==> src/rtl/pc_word_deserializer_pkg.sv <==
// rtl/pc_word_deserializer_pkg.sv - shared PC-interface constants and PC word field layout
package pc_word_deserializer_pkg;

  // Default deserializer geometry
  localparam int PC_NPCIN    = 32;
  localparam int PC_NBYTE    = 8;
  localparam int PC_NTIMEOUT = 1024;

  // PC word field widths (consumed by the downstream PC-word parser)
  localparam int PC_OPCODE_W = 8;
  localparam int PC_ADDR_W   = 8;
  localparam int PC_DATA_W   = 16;

  typedef struct packed {
    logic [PC_OPCODE_W-1:0] opcode;
    logic [PC_ADDR_W-1:0]   addr;
    logic [PC_DATA_W-1:0]   data;
  } pc_word_t;

endpackage

==> src/rtl/pc_word_deserializer_if.sv <==
// rtl/pc_word_deserializer_if.sv - byte-in / word-out handshake bundle for the deserializer
interface pc_word_deserializer_if
  import pc_word_deserializer_pkg::*;
#(
  parameter int NPCin = PC_NPCIN,
  parameter int Nbyte = PC_NBYTE
) ();

  logic [Nbyte-1:0] byte_in_d;
  logic             byte_in_v;
  logic             byte_in_a;
  logic [NPCin-1:0] word_out_d;
  logic             word_out_v;
  logic             word_out_a;
  logic [15:0]      discard_count;

  // Host/bench side: produces bytes, consumes words
  modport master (
    output byte_in_d, byte_in_v, word_out_a,
    input  byte_in_a, word_out_d, word_out_v, discard_count
  );

  // Deserializer side
  modport slave (
    input  byte_in_d, byte_in_v, word_out_a,
    output byte_in_a, word_out_d, word_out_v, discard_count
  );

endinterface

==> src/rtl/pc_word_out_reg.sv <==
// rtl/pc_word_out_reg.sv - single-entry output word register with valid/ack handshake
module pc_word_out_reg #(
  parameter int W = 32
) (
  input  logic         clk,
  input  logic         reset,
  input  logic         i_load,
  input  logic [W-1:0] i_data,
  input  logic         i_ack,
  output logic         o_valid,
  output logic [W-1:0] o_data
);

  logic         r_valid;
  logic [W-1:0] r_data;

  // Hold the word until acked; a load on the ack edge keeps valid high with new data
  always_ff @(posedge clk or posedge reset) begin
    if (reset) begin
      r_valid <= 1'b0;
      r_data  <= '0;
    end else begin
      r_valid <= i_load | (r_valid & ~i_ack);
      if (i_load) r_data <= i_data;
    end
  end

  assign o_valid = r_valid;
  assign o_data  = r_data;

endmodule

==> src/rtl/pc_word_deserializer.sv <==
// rtl/pc_word_deserializer.sv - MSB-first byte-to-word deserializer with idle timeout
module pc_word_deserializer
  import pc_word_deserializer_pkg::*;
#(
  parameter int NPCin    = PC_NPCIN,
  parameter int Nbyte    = PC_NBYTE,
  parameter int Ntimeout = PC_NTIMEOUT
) (
  input logic clk,
  input logic reset,
  pc_word_deserializer_if.slave bus
);

  localparam int NB    = NPCin / Nbyte;
  localparam int IDXW  = (NB > 1) ? $clog2(NB) : 1;
  localparam int IDLEW = $clog2(Ntimeout);

  logic [IDXW-1:0]  r_idx;
  logic [IDLEW-1:0] r_idle;
  logic [NPCin-1:0] r_acc;
  logic [15:0]      r_discard;

  logic             w_last;
  logic             w_byte_a;
  logic             w_in_xfer;
  logic             w_load;
  logic             w_timeout;
  logic             w_out_v;
  logic [NPCin-1:0] w_out_d;
  logic [NPCin-1:0] w_word;

  assign w_last    = (r_idx == IDXW'(NB - 1));
  // The last byte may only be taken if the output slot is free or freeing this cycle
  assign w_byte_a  = ~reset & (~w_last | ~w_out_v | bus.word_out_a);
  assign w_in_xfer = bus.byte_in_v & w_byte_a;
  assign w_load    = w_in_xfer & w_last;
  // Older bytes shift toward the MSBs so the first byte ends up on top
  assign w_word    = (r_acc << Nbyte) | NPCin'(bus.byte_in_d);
  // A valid byte (even stalled) never triggers a timeout, so a transfer always wins a tie
  assign w_timeout = (r_idx != '0) & ~bus.byte_in_v & (r_idle == IDLEW'(Ntimeout - 1));

  // Byte index and shift accumulator; timeout rewinds the index to drop the partial word
  always_ff @(posedge clk or posedge reset) begin
    if (reset) begin
      r_idx <= '0;
      r_acc <= '0;
    end else if (w_in_xfer) begin
      r_idx <= w_last ? '0 : r_idx + IDXW'(1);
      r_acc <= w_word;
    end else if (w_timeout) begin
      r_idx <= '0;
    end
  end

  // Idle counter: counts only true gaps mid-word; stalled cycles hold it
  always_ff @(posedge clk or posedge reset) begin
    if (reset) begin
      r_idle <= '0;
    end else if (w_in_xfer || (r_idx == '0) || w_timeout) begin
      r_idle <= '0;
    end else if (!bus.byte_in_v) begin
      r_idle <= r_idle + IDLEW'(1);
    end
  end

  // Saturating count of partial words dropped by timeout
  always_ff @(posedge clk or posedge reset) begin
    if (reset) begin
      r_discard <= '0;
    end else if (w_timeout && (r_discard != 16'hFFFF)) begin
      r_discard <= r_discard + 16'd1;
    end
  end

  pc_word_out_reg #(.W(NPCin)) u_out_reg (
    .clk     (clk),
    .reset   (reset),
    .i_load  (w_load),
    .i_data  (w_word),
    .i_ack   (bus.word_out_a),
    .o_valid (w_out_v),
    .o_data  (w_out_d)
  );

  assign bus.byte_in_a     = w_byte_a;
  assign bus.word_out_v    = w_out_v;
  assign bus.word_out_d    = w_out_d;
  assign bus.discard_count = r_discard;

endmodule

==> src/flat_wrapper.sv <==
// flat-port wrapper written by rule: the top's interface ports become plain ports
module pc_word_deserializer_flat import pc_word_deserializer_pkg::*;
#(
  parameter int NPCin    = PC_NPCIN,
  parameter int Nbyte    = PC_NBYTE,
  parameter int Ntimeout = PC_NTIMEOUT
)
  (clk, reset, bus_byte_in_d, bus_byte_in_v, bus_word_out_a, bus_byte_in_a, bus_word_out_d, bus_word_out_v, bus_discard_count);
  pc_word_deserializer_if #(.NPCin(NPCin), .Nbyte(Nbyte)) bus_i ();
  input logic clk;
  input logic reset;
  input wire logic [$bits(bus_i.byte_in_d)-1:0] bus_byte_in_d;
  input wire logic [$bits(bus_i.byte_in_v)-1:0] bus_byte_in_v;
  input wire logic [$bits(bus_i.word_out_a)-1:0] bus_word_out_a;
  output wire logic [$bits(bus_i.byte_in_a)-1:0] bus_byte_in_a;
  output wire logic [$bits(bus_i.word_out_d)-1:0] bus_word_out_d;
  output wire logic [$bits(bus_i.word_out_v)-1:0] bus_word_out_v;
  output wire logic [$bits(bus_i.discard_count)-1:0] bus_discard_count;
  assign bus_i.byte_in_d = bus_byte_in_d;
  assign bus_i.byte_in_v = bus_byte_in_v;
  assign bus_i.word_out_a = bus_word_out_a;
  assign bus_byte_in_a = bus_i.byte_in_a;
  assign bus_word_out_d = bus_i.word_out_d;
  assign bus_word_out_v = bus_i.word_out_v;
  assign bus_discard_count = bus_i.discard_count;
  pc_word_deserializer #(.NPCin(NPCin), .Nbyte(Nbyte), .Ntimeout(Ntimeout)) u_core (.clk(clk), .reset(reset), .bus(bus_i));
endmodule
==> config.mk <==
export PLATFORM = sky130hd
export DESIGN_NAME = pc_word_deserializer_flat
export DESIGN_NICKNAME = d
export VERILOG_FILES = /design/src/rtl/pc_word_deserializer_pkg.sv /design/src/rtl/pc_word_deserializer_if.sv /design/src/rtl/pc_word_out_reg.sv /design/src/rtl/pc_word_deserializer.sv /design/src/flat_wrapper.sv
export SDC_FILE = /design/constraint.sdc
export NUM_CORES = 1
export LEC_CHECK = 0
export ABC_CLOCK_PERIOD_IN_PS = 7000
export CAP_MARGIN = 40
export CORE_MARGIN = 2
export CORE_UTILIZATION = 36
export CTS_BUF_LIST = sky130_fd_sc_hd__clkbuf_8
export DETAILED_ROUTE_END_ITERATION = 7
export SYNTH_ARGS = -nofsm -noshare
export SYNTH_HDL_FRONTEND = slang
export SYNTH_SLANG_ARGS = --single-unit
export TNS_END_PERCENT = 100
==> constraint.sdc <==
create_clock -name clk -period 7 [get_ports clk]
set_input_delay 1.05 -clock clk [delete_from_list [all_inputs] [get_ports clk]]
set_output_delay 1.05 -clock clk [all_outputs]
set_load 0.01 [all_outputs]
==> results of run 1 <==
-- placed cells by master, fill, tap and decap left out, drive strengths merged --
cell           synthesis  routed
dfrtp                 85      85
nor4b                  1       1
and4                   1       1
clkinv                 0       1
and3                   5       5
inv                    5       6
o21ai                  1       1
xor2                  17      17
nor3                   3       3
clkdlybuf4s50          0      61
nand3b                 2       2
ha                     4       4
nor4                   6       6
mux2                  34      34
clkinvlp               0       1
or3                    1       1
nor2b                  2       2
o31ai                  1       1
and3b                  2       2
nand2                 79      79
nor3b                  2       2
bufinv                 0       3
buf                    8       4
nand3                 10      10
nand4                  7       7
mux2i                  1       1
xnor2                  6       6
nand2b                 1       1
a211o                  1       1
nor2                  13      13
clkbuf                 4      10
and2                   4       4
nand4b                 4       4
-- per-layer routing --
metal	vias to the layer above	track usage, %	part of all wire [%]
met2	40	19.40	45
met5	-	0	0
met4	0	6.203	2.4
li1	1165	-	-
met1	1187	19.20	50
met3	12	3.092	2.9
-- metrics by stage --
stage / worst slack (ps) / utilization, % / cells / total power [W] / area, um^2
final: 3407 / 46.50 / 515 / 0.001581 / 4736
after floorplan: 3082 / - / 310 / 0.0009303 / 3722
after global routing: 3387 / 46.50 / 515 / 0.001660 / 4736
after CTS: 3444 / 46.50 / 515 / 0.001598 / 4736
after global placement: 3119 / 43.65 / 497 / 0.001160 / 4446
after detailed placement: 3450 / 44.07 / 499 / 0.001171 / 4488
-- tightest hold or removal path, stage by stage, from the launching register on --
cell     delay, ps
dfrtp_1        350
nand2_1         50
nand2_1         50
-- state kept, by name, summed over array words and instances, names as in the netlist --
name                      cells
u_core.u_out_reg.o_valid      1
u_core.r_idx                  2
u_core.u_out_reg.o_data      32
u_core.r_acc                 24
u_core.bus.discard_count     16
u_core.r_idle                10
-- kinds of logic (layout without fill, tap and decap cells) --
family | after synthesis | after routing | share of synthesized area, %
and+or+nand+nor | 143 | 143 | 19.56
DFF | 85 | 85 | 57.14
muxes | 35 | 35 | 13.48
xor gates and xnor gates | 23 | 23 | 5.412
buffers and inverters | 17 | 86 | 2.487
adders and majority gates | 4 | 4 | 1.345
AOI/OAI and AO/OA | 3 | 3 | 0.5714
-- where the power goes --
part	switching, W	internal (W)	total (W)
sequential	0.0000860	0.000613	0.000699
combinational	0.000158	0.000300	0.000458
clock	0.000178	0.000247	0.000425
total	0.000421	0.00116	0.00158
-- worst paths after layout --
kind	end	slack, ps	startpoint
max	bus_byte_in_a	3410	bus_word_out_a
min	u_core.r_acc[20]	480	u_core.r_acc[20]
max reg2reg	u_core.u_out_reg.o_data[7]	4530	u_core.r_idx[0]
min reg2reg	u_core.r_acc[20]	480	u_core.r_acc[20]
max in group asynchronous	u_core.bus.discard_count[0]	4750	reset
min in group asynchronous	u_core.r_idle[2]	1210	reset
-- area by class of cell --
| type | count | area share (%) |
|---|---|---|
| Sequential cell | 85 | 44.91 |
| Multi-Input combinational cell | 208 | 31.73 |
| Timing Repair Buffer | 65 | 14.11 |
| Tap cell | 136 | 3.593 |
| Clock buffer | 10 | 2.906 |
| Clock inverter | 6 | 2.325 |
| Inverter | 5 | 0.4227 |
-- synthesized netlist by cell type (all sizes together), types with 5 or more instances --
cell type,instances
mux2,34
dfrtp,85
nand4,7
nor2,13
nand3,10
inv,5
buf,8
and3,5
xor2,17
xnor2,6
nand2,79
nor4,6
==> impl_metrics.env, run 1 <==
export IMPL_outcome="finished, final reports clean"
export IMPL_required_ps=5950
export IMPL_yosys_area_top_type_share_pct=57.14
export IMPL_critPathArrivalTime_ps=2540
export IMPL_clock_fmax_mhz=278.3
export IMPL_die_h_um=105.7
export IMPL_cts_htree_levels=3
export IMPL_critical_path_class="in -> out"
export IMPL_ir_drop_mv=0.1303
export IMPL_clock_latency_ps=350
export IMPL_async_flop_share_pct=100.0
export IMPL_critPathBufInv=2
export IMPL_maxCapViolCount=0
export IMPL_worstPathCellList="clkdlybuf4s50_1 > and3b_1 > nor2_1 > clkdlybuf4s50_1"
export IMPL_p_per_area_nw_per_um2=333.9
export IMPL_cp_common_cell="clkdlybuf4s50_1"
export IMPL_wire_per_inst_um=13.77
export IMPL_multi_input_area_um2=1503
export IMPL_vias=2404
export IMPL_cts_buffers=9
export IMPL_syn_avg_cell_area_um2=12.01
export IMPL_reg2reg_depth=6
export IMPL_postRouteAntennaNets=0
export IMPL_hold_class="reg -> reg"
export IMPL_cp_num_cells=4
export IMPL_seq_area_um2=2127
export IMPL_synth_cell_area_um2=3722
export IMPL_clock_skew_ps=14.59
export IMPL_post_cts_resize_count=0
export IMPL_grt_start_max_net_pins=51
export IMPL_whs_path_depth=2
export IMPL_finalHoldWorstSlack_ps=479.5
export IMPL_design_die_area_um2=11170
export IMPL_layout_nets=390
export IMPL_crit_fanout=3
export IMPL_ys_seq_elements=85
export IMPL_antenna_found_initial=0
export IMPL_grtUsageTotal_pct=13.45
export IMPL_cellLeakagePower_nw=2.343
export IMPL_synth_edf_count=0
export IMPL_endpoint_kind="output pin"
export IMPL_synth_seq_area_share_pct=57.14
export IMPL_synthTopCellsByArea="dfrtp_1 (57%), mux2_4 (12%), nand2_1 (7.9%)"
export IMPL_synth_top_cell_by_area="dfrtp_1"
export IMPL_finalHoldViolations=0
export IMPL_rows=37
export IMPL_clock_sinks=85
export IMPL_period_share_pct=51.33
export IMPL_grt_pass1_wl_um=11900
export IMPL_area_growth_syn_to_layout_pct=27.23
export IMPL_cp_start_kind="input pin"
export IMPL_grt_pass1_vias=2447
export IMPL_period_minus_slack_ps=3593
export IMPL_setup_viol=0
export IMPL_drt_pass1_iterations=4
export IMPL_wl_um=7092
export IMPL_viasPerCell=4.668
export IMPL_dpl_hpwl_um=4735
export IMPL_ctsHoldBuffers=0
export IMPL_grt_ovfl_total=0
export IMPL_num_antenna_cells=0
export IMPL_cts_reportedPaths_clkPinSlew_ps=80
export IMPL_port_buffers=61
export IMPL_critPathTopFamily="buffers and inverters"
export IMPL_drc=0
export IMPL_initial_utilization_pct=36.55
export IMPL_ys_flop_type="dfrtp_1"
export IMPL_drt_iter0_drc=81
export IMPL_relSlewSlack_pct=50.62
export IMPL_slew_viol_final=0
export IMPL_cts_root_buf="clkbuf_8"
export IMPL_cts_buffer_depth=2
export IMPL_fill_cells=971
export IMPL_ys_warn_count=0
export IMPL_rsz0062_at_grt="false"
export IMPL_coreArea_um2=10180
export IMPL_syn_inst=310
export IMPL_tns_ps=0
export IMPL_cts_tree="built"
export IMPL_critPathMaxStageDelay_ps=570
export IMPL_ys_types=36
export IMPL_tightest_slew_ps=734.0
export IMPL_place_congestion=0.7636
export IMPL_layout_drive_gt1_share_pct=16.09
export IMPL_cts_setup_buffers=0
export IMPL_die_w_um=105.7
export IMPL_synth_fp_nets=326
export IMPL_io_pins=62
export IMPL_crit_slowest_cell="clkdlybuf4s50_1"
(Power assumes the default switching activity.)
==> inputs of run 2 (changes only) <==
--- a/config.mk
+++ b/config.mk
@@ -5,7 +5,7 @@
 export SDC_FILE = /design/constraint.sdc
 export NUM_CORES = 1
 export LEC_CHECK = 0
-export ABC_CLOCK_PERIOD_IN_PS = 7000
+export ABC_CLOCK_PERIOD_IN_PS = 3500
 export CAP_MARGIN = 40
 export CORE_MARGIN = 2
 export CORE_UTILIZATION = 36
==> constraint.sdc (replaced) <==
create_clock -name clk -period 3.5 [get_ports clk]
set_input_delay 0.525 -clock clk [delete_from_list [all_inputs] [get_ports clk]]
set_output_delay 0.525 -clock clk [all_outputs]
set_load 0.01 [all_outputs]
==> impl_metrics.env, run 2 (synthesis results as in run 1) <==
export IMPL_cts_buffers=9
export IMPL_cts_setup_buffers=0
export IMPL_finalHoldViolations=0
export IMPL_antenna_found_initial=0
export IMPL_hold_class="reg -> reg"
export IMPL_wl_um=6938
export IMPL_ctsHoldBuffers=0
export IMPL_clock_sinks=85
export IMPL_post_cts_resize_count=0
export IMPL_viasPerCell=4.636
export IMPL_design_die_area_um2=11170
export IMPL_wire_per_inst_um=13.45
export IMPL_io_pins=62
export IMPL_vias=2392
export IMPL_grt_start_max_net_pins=56
export IMPL_place_congestion=0.7749
export IMPL_largest_register_ffs=32
export IMPL_grt_pass1_wl_um=11900
export IMPL_setup_viol=0
export IMPL_clock_latency_ps=350
export IMPL_cts_tree="built"
export IMPL_drc=0
export IMPL_cp_start_kind="flip-flop"
export IMPL_area_growth_syn_to_layout_pct=25.61
export IMPL_grt_ovfl_total=0
export IMPL_cts_htree_levels=3
export IMPL_relSlewSlack_pct=49.79
export IMPL_dpl_hpwl_um=4590
export IMPL_endpoint_kind="output pin"
export IMPL_clock_fmax_mhz=412.5
export IMPL_finalPower_w=0.003023
export IMPL_die_h_um=105.7
export IMPL_port_buffers=61
export IMPL_crit_fanout=4
export IMPL_outcome="finished, final reports clean"
export IMPL_num_antenna_cells=0
export IMPL_maxCapViolCount=0
export IMPL_p_per_area_nw_per_um2=646.4
export IMPL_cellLeakagePower_nw=2.327
export IMPL_postRouteAntennaNets=0
export IMPL_cts_buffer_depth=2
export IMPL_period_share_pct=69.26
export IMPL_grt_pass1_vias=2360
export IMPL_cts_root_buf="clkbuf_8"
export IMPL_post_place_ws_ps=1045
export IMPL_tightest_slew_ps=746.3
export IMPL_period_minus_slack_ps=2424
export IMPL_layout_drive_gt1_share_pct=15.79
export IMPL_drt_pass1_iterations=6
export IMPL_die_w_um=105.7
export IMPL_rsz0062_at_grt="false"
export IMPL_ir_drop_mv=0.2939
export IMPL_rows=37
export IMPL_tns_ps=0
export IMPL_final_area_um2=4676
export IMPL_placed_area_um2=4468
export IMPL_critical_path_class="reg -> out"
export IMPL_clock_skew_ps=8.666
export IMPL_initial_utilization_pct=36.55
export IMPL_cts_reportedPaths_clkPinSlew_ps=80
export IMPL_layout_nets=391
export IMPL_critPathArrivalTime_ps=1900
export IMPL_coreArea_um2=10180
export IMPL_required_ps=2970
export IMPL_setup_ws_ps=1076
export IMPL_drt_iter0_drc=83
export IMPL_grtUsageTotal_pct=13.42
export IMPL_slew_viol_final=0
export IMPL_layout_commonest_cell="dfrtp_1"
export IMPL_layout_common_cells="dfrtp_1 (85), nand2_1 (78), clkdlybuf4s50_1 (61)"
[run 2: changes by cell type in the layout (fill, tap and decap cells not counted), sizes merged]
| cell | previous run | this run |
|---|---|---|
| clkbuf | 10 | 9 |
| clkinv | 1 | 2 |
| inv | 6 | 7 |
| bufinv | 3 | 2 |
| buf | 4 | 5 |
[run 2: worst paths after layout]
kind,from,depth (start not counted),end,slack [ps]
worst min-delay path,u_core.r_acc[18],2,u_core.r_acc[18],470
worst min register to register,u_core.r_acc[18],2,u_core.r_acc[18],470
worst max register to register,u_core.bus.discard_count[0],6,u_core.bus.discard_count[1],1320
worst max-delay path,u_core.r_idx[0],4,bus_byte_in_a,1080
min in group asynchronous,reset,3,u_core.r_idle[0],700
max in group asynchronous,reset,3,u_core.r_acc[12],2200
[run 2: final cells by class]
type                    count  area [um^2]
fillers                   969         5509
flip-flops and latches     85         2127
multi-input cells         208         1503
repair buffers             66        648.1
well taps                 136        170.2
clock buffers               9        123.9
clock inverters             7        83.83
inverters                   5        20.02
[run 2: worst max-delay path, cell delays in order (launching register included)]
cell             delay, ps
dfrtp_1                410
ha_1                   270
and3b_1                250
nor2_1                 100
clkdlybuf4s50_1        540
[run 2: report_power, final]
group / internal (W) / leakage (nW) / switching [W]
combinational: 0.000598 / 1.10 / 0.000317
sequential: 0.00123 / 1.11 / 0.000161
clock: 0.000393 / 0.113 / 0.000328
[run 2: metal layers]
| layer | track usage (%) | routed length [um] |
|---|---|---|
| met1 | 19.14 | 3526 |
| met2 | 19.72 | 3115 |
| met3 | 3.154 | 201 |
| met4 | 5.357 | 95 |
| met5 | 0 | 0 |
[run 2: per-stage QoR]
| step | hold WS (ps) | cells | util [%] |
|---|---|---|---|
| floorplan | 445.9 | 310 | - |
| global placement | 458.6 | 500 | 43.87 |
| detailed placement | 463.2 | 500 | 43.87 |
| CTS | 483.5 | 516 | 45.91 |
| global route | 516.8 | 516 | 45.91 |
| finish | 474.9 | 516 | 45.91 |
==> inputs of run 3 (changes only) <==
--- a/config.mk
+++ b/config.mk
@@ -5,7 +5,7 @@
 export SDC_FILE = /design/constraint.sdc
 export NUM_CORES = 1
 export LEC_CHECK = 0
-export ABC_CLOCK_PERIOD_IN_PS = 3500
+export ABC_CLOCK_PERIOD_IN_PS = 2000
 export CAP_MARGIN = 40
 export CORE_MARGIN = 2
 export CORE_UTILIZATION = 36
==> constraint.sdc (replaced) <==
create_clock -name clk -period 2 [get_ports clk]
set_input_delay 0.3 -clock clk [delete_from_list [all_inputs] [get_ports clk]]
set_output_delay 0.3 -clock clk [all_outputs]
set_load 0.01 [all_outputs]
==> impl_metrics.env, run 3 (synthesis results as in run 1) <==
export IMPL_tns_ps=0
export IMPL_finalHoldViolations=0
export IMPL_io_pins=62
export IMPL_placed_area_um2=4613
export IMPL_clock_latency_ps=350
export IMPL_rows=37
export IMPL_rsz0062_at_grt="false"
export IMPL_grt_start_max_net_pins=67
export IMPL_cts_tree="built"
export IMPL_postRouteAntennaNets=0
export IMPL_rrSetupSlack_ps=180
export IMPL_crit_slowest_cell="dfrtp_1"
export IMPL_antenna_found_initial=0
export IMPL_cts_setup_buffers=0
export IMPL_drt_iter0_drc=120
export IMPL_setup_worst_path_start="u_core.r_idx[0]"
export IMPL_dpl_hpwl_um=4894
export IMPL_layout_drive_gt1_share_pct=19.80
export IMPL_reg2reg_depth=6
export IMPL_grt_pass1_vias=2476
export IMPL_worstPathCellList="ha_2 > and3b_1 > nor2_1 > dlygate4sd2_1"
export IMPL_coreArea_um2=10180
export IMPL_cp_start_kind="flip-flop"
export IMPL_endpoint="bus_byte_in_a"
export IMPL_critPathMaxStageDelay_ps=410
export IMPL_initial_utilization_pct=36.55
export IMPL_post_cts_resize_count=2
export IMPL_cp_num_cells=4
export IMPL_drt_pass1_iterations=4
export IMPL_period_minus_slack_ps=1881
export IMPL_wl_um=7092
export IMPL_cellLeakagePower_nw=2.404
export IMPL_final_area_um2=4846
export IMPL_required_ps=1700
export IMPL_critPathTopFamily="flip-flops"
export IMPL_fill_cells=981
export IMPL_cts_htree_levels=3
export IMPL_layout_commonest_cell="dfrtp_1"
export IMPL_die_h_um=105.7
export IMPL_final_core_util_pct=47.58
export IMPL_critPathArrivalTime_ps=1580
export IMPL_vias=2448
export IMPL_maxCapViolCount=0
export IMPL_viasPerCell=4.619
export IMPL_clock_fmax_mhz=531.7
export IMPL_cts_root_buf="clkbuf_8"
export IMPL_period_share_pct=94.03
export IMPL_endpoint_kind="output pin"
export IMPL_design_die_area_um2=11170
export IMPL_clock_skew_ps=13.26
export IMPL_clock_sinks=85
export IMPL_num_antenna_cells=0
export IMPL_largest_register_ffs=32
export IMPL_layout_nets=405
export IMPL_outcome="finished, final reports clean"
export IMPL_hold_class="reg -> reg"
export IMPL_critical_path_class="reg -> out"
export IMPL_p_per_area_nw_per_um2=1122
export IMPL_slew_viol_final=0
export IMPL_cts_buffer_depth=2
export IMPL_grt_pass1_wl_um=12030
export IMPL_finalPower_w=0.005438
export IMPL_cts_reportedPaths_clkPinSlew_ps=80
export IMPL_ir_drop_mv=0.5220
export IMPL_tightest_slew_ps=348.6
export IMPL_setup_viol=0
export IMPL_reg2reg_to="u_core.u_out_reg.o_data[29]"
export IMPL_port_buffers=61
export IMPL_cts_buffers=9
export IMPL_place_congestion=0.7901
export IMPL_area_growth_syn_to_layout_pct=30.18
export IMPL_ctsHoldBuffers=0
export IMPL_critPathBufInv=1
export IMPL_grtUsageTotal_pct=13.41
export IMPL_layout_common_cells="dfrtp_1 (85), nand2_1 (78), clkdlybuf4s50_1 (60)"
export IMPL_wire_per_inst_um=13.38
export IMPL_drc=0
export IMPL_grt_ovfl_total=0
export IMPL_relSlewSlack_pct=76.55
export IMPL_crit_fanout=4
export IMPL_die_w_um=105.7
export IMPL_r2r_start="u_core.r_idx[0]"
[run 3: stage by stage]
step | cells | hold slack, ps | setup slack, ps
2_1_floorplan | 310 | 396.4 | -561.5
3_3_place_gp | 514 | 456.4 | 54.37
3_5_place_dp | 514 | 462.2 | 19.40
4_1_cts | 530 | 482.8 | 89.74
5_1_grt | 530 | 503.6 | 22.32
6_report | 530 | 476.0 | 119.4
[run 3: worst reg2reg max path: stages, from the launching register on]
cell and delay (ps):
dfrtp_1 410, ha_2 230, and3b_1 230, nor3b_4 240, nand2_4 100, buf_12 180, mux2_4 310
[run 3: per-layer routing]
| layer | wire length (um) | part of all wire [%] | vias to the layer above | track usage, % |
|---|---|---|---|---|
| met1 | 3428 | 48 | 1191 | 18.29 |
| li1 | - | - | 1208 | - |
| met3 | 265 | 3.7 | 7 | 3.092 |
| met4 | 52 | 0.73 | 0 | 5.075 |
| met5 | 0 | 0 | - | 0 |
| met2 | 3347 | 47 | 42 | 20.83 |
[run 3: worst min-delay path by stage]
stage,slack (ps),start,cells after the start,endpoint
floorplan,400,bus_word_out_a,1,u_core.u_out_reg.o_valid
global placement,460,u_core.r_acc[18],2,u_core.r_acc[18]
detailed placement,460,u_core.r_acc[17],2,u_core.r_acc[17]
CTS,480,u_core.r_acc[20],2,u_core.r_acc[20]
global route,500,u_core.r_acc[19],2,u_core.r_acc[19]
finish,480,u_core.r_acc[19],2,u_core.r_acc[19]
[run 3: cell type report]
class / count / area [um^2] / area share (%)
clock buffers: 10 / 137.6 / 2.840
clock inverters: 6 / 93.84 / 1.936
inverters: 5 / 22.52 / 0.4648
multi-input cells: 208 / 1505 / 31.06
flip-flops and latches: 85 / 2127 / 43.89
well taps: 136 / 170.2 / 3.511
repair buffers: 80 / 789.5 / 16.29
[run 3: report_power, final]
group | internal [W] | switching, W
Combinational | 0.00107 | 0.000568
Clock | 0.000746 | 0.000632
Sequential | 0.00214 | 0.000276
Total | 0.00396 | 0.00148
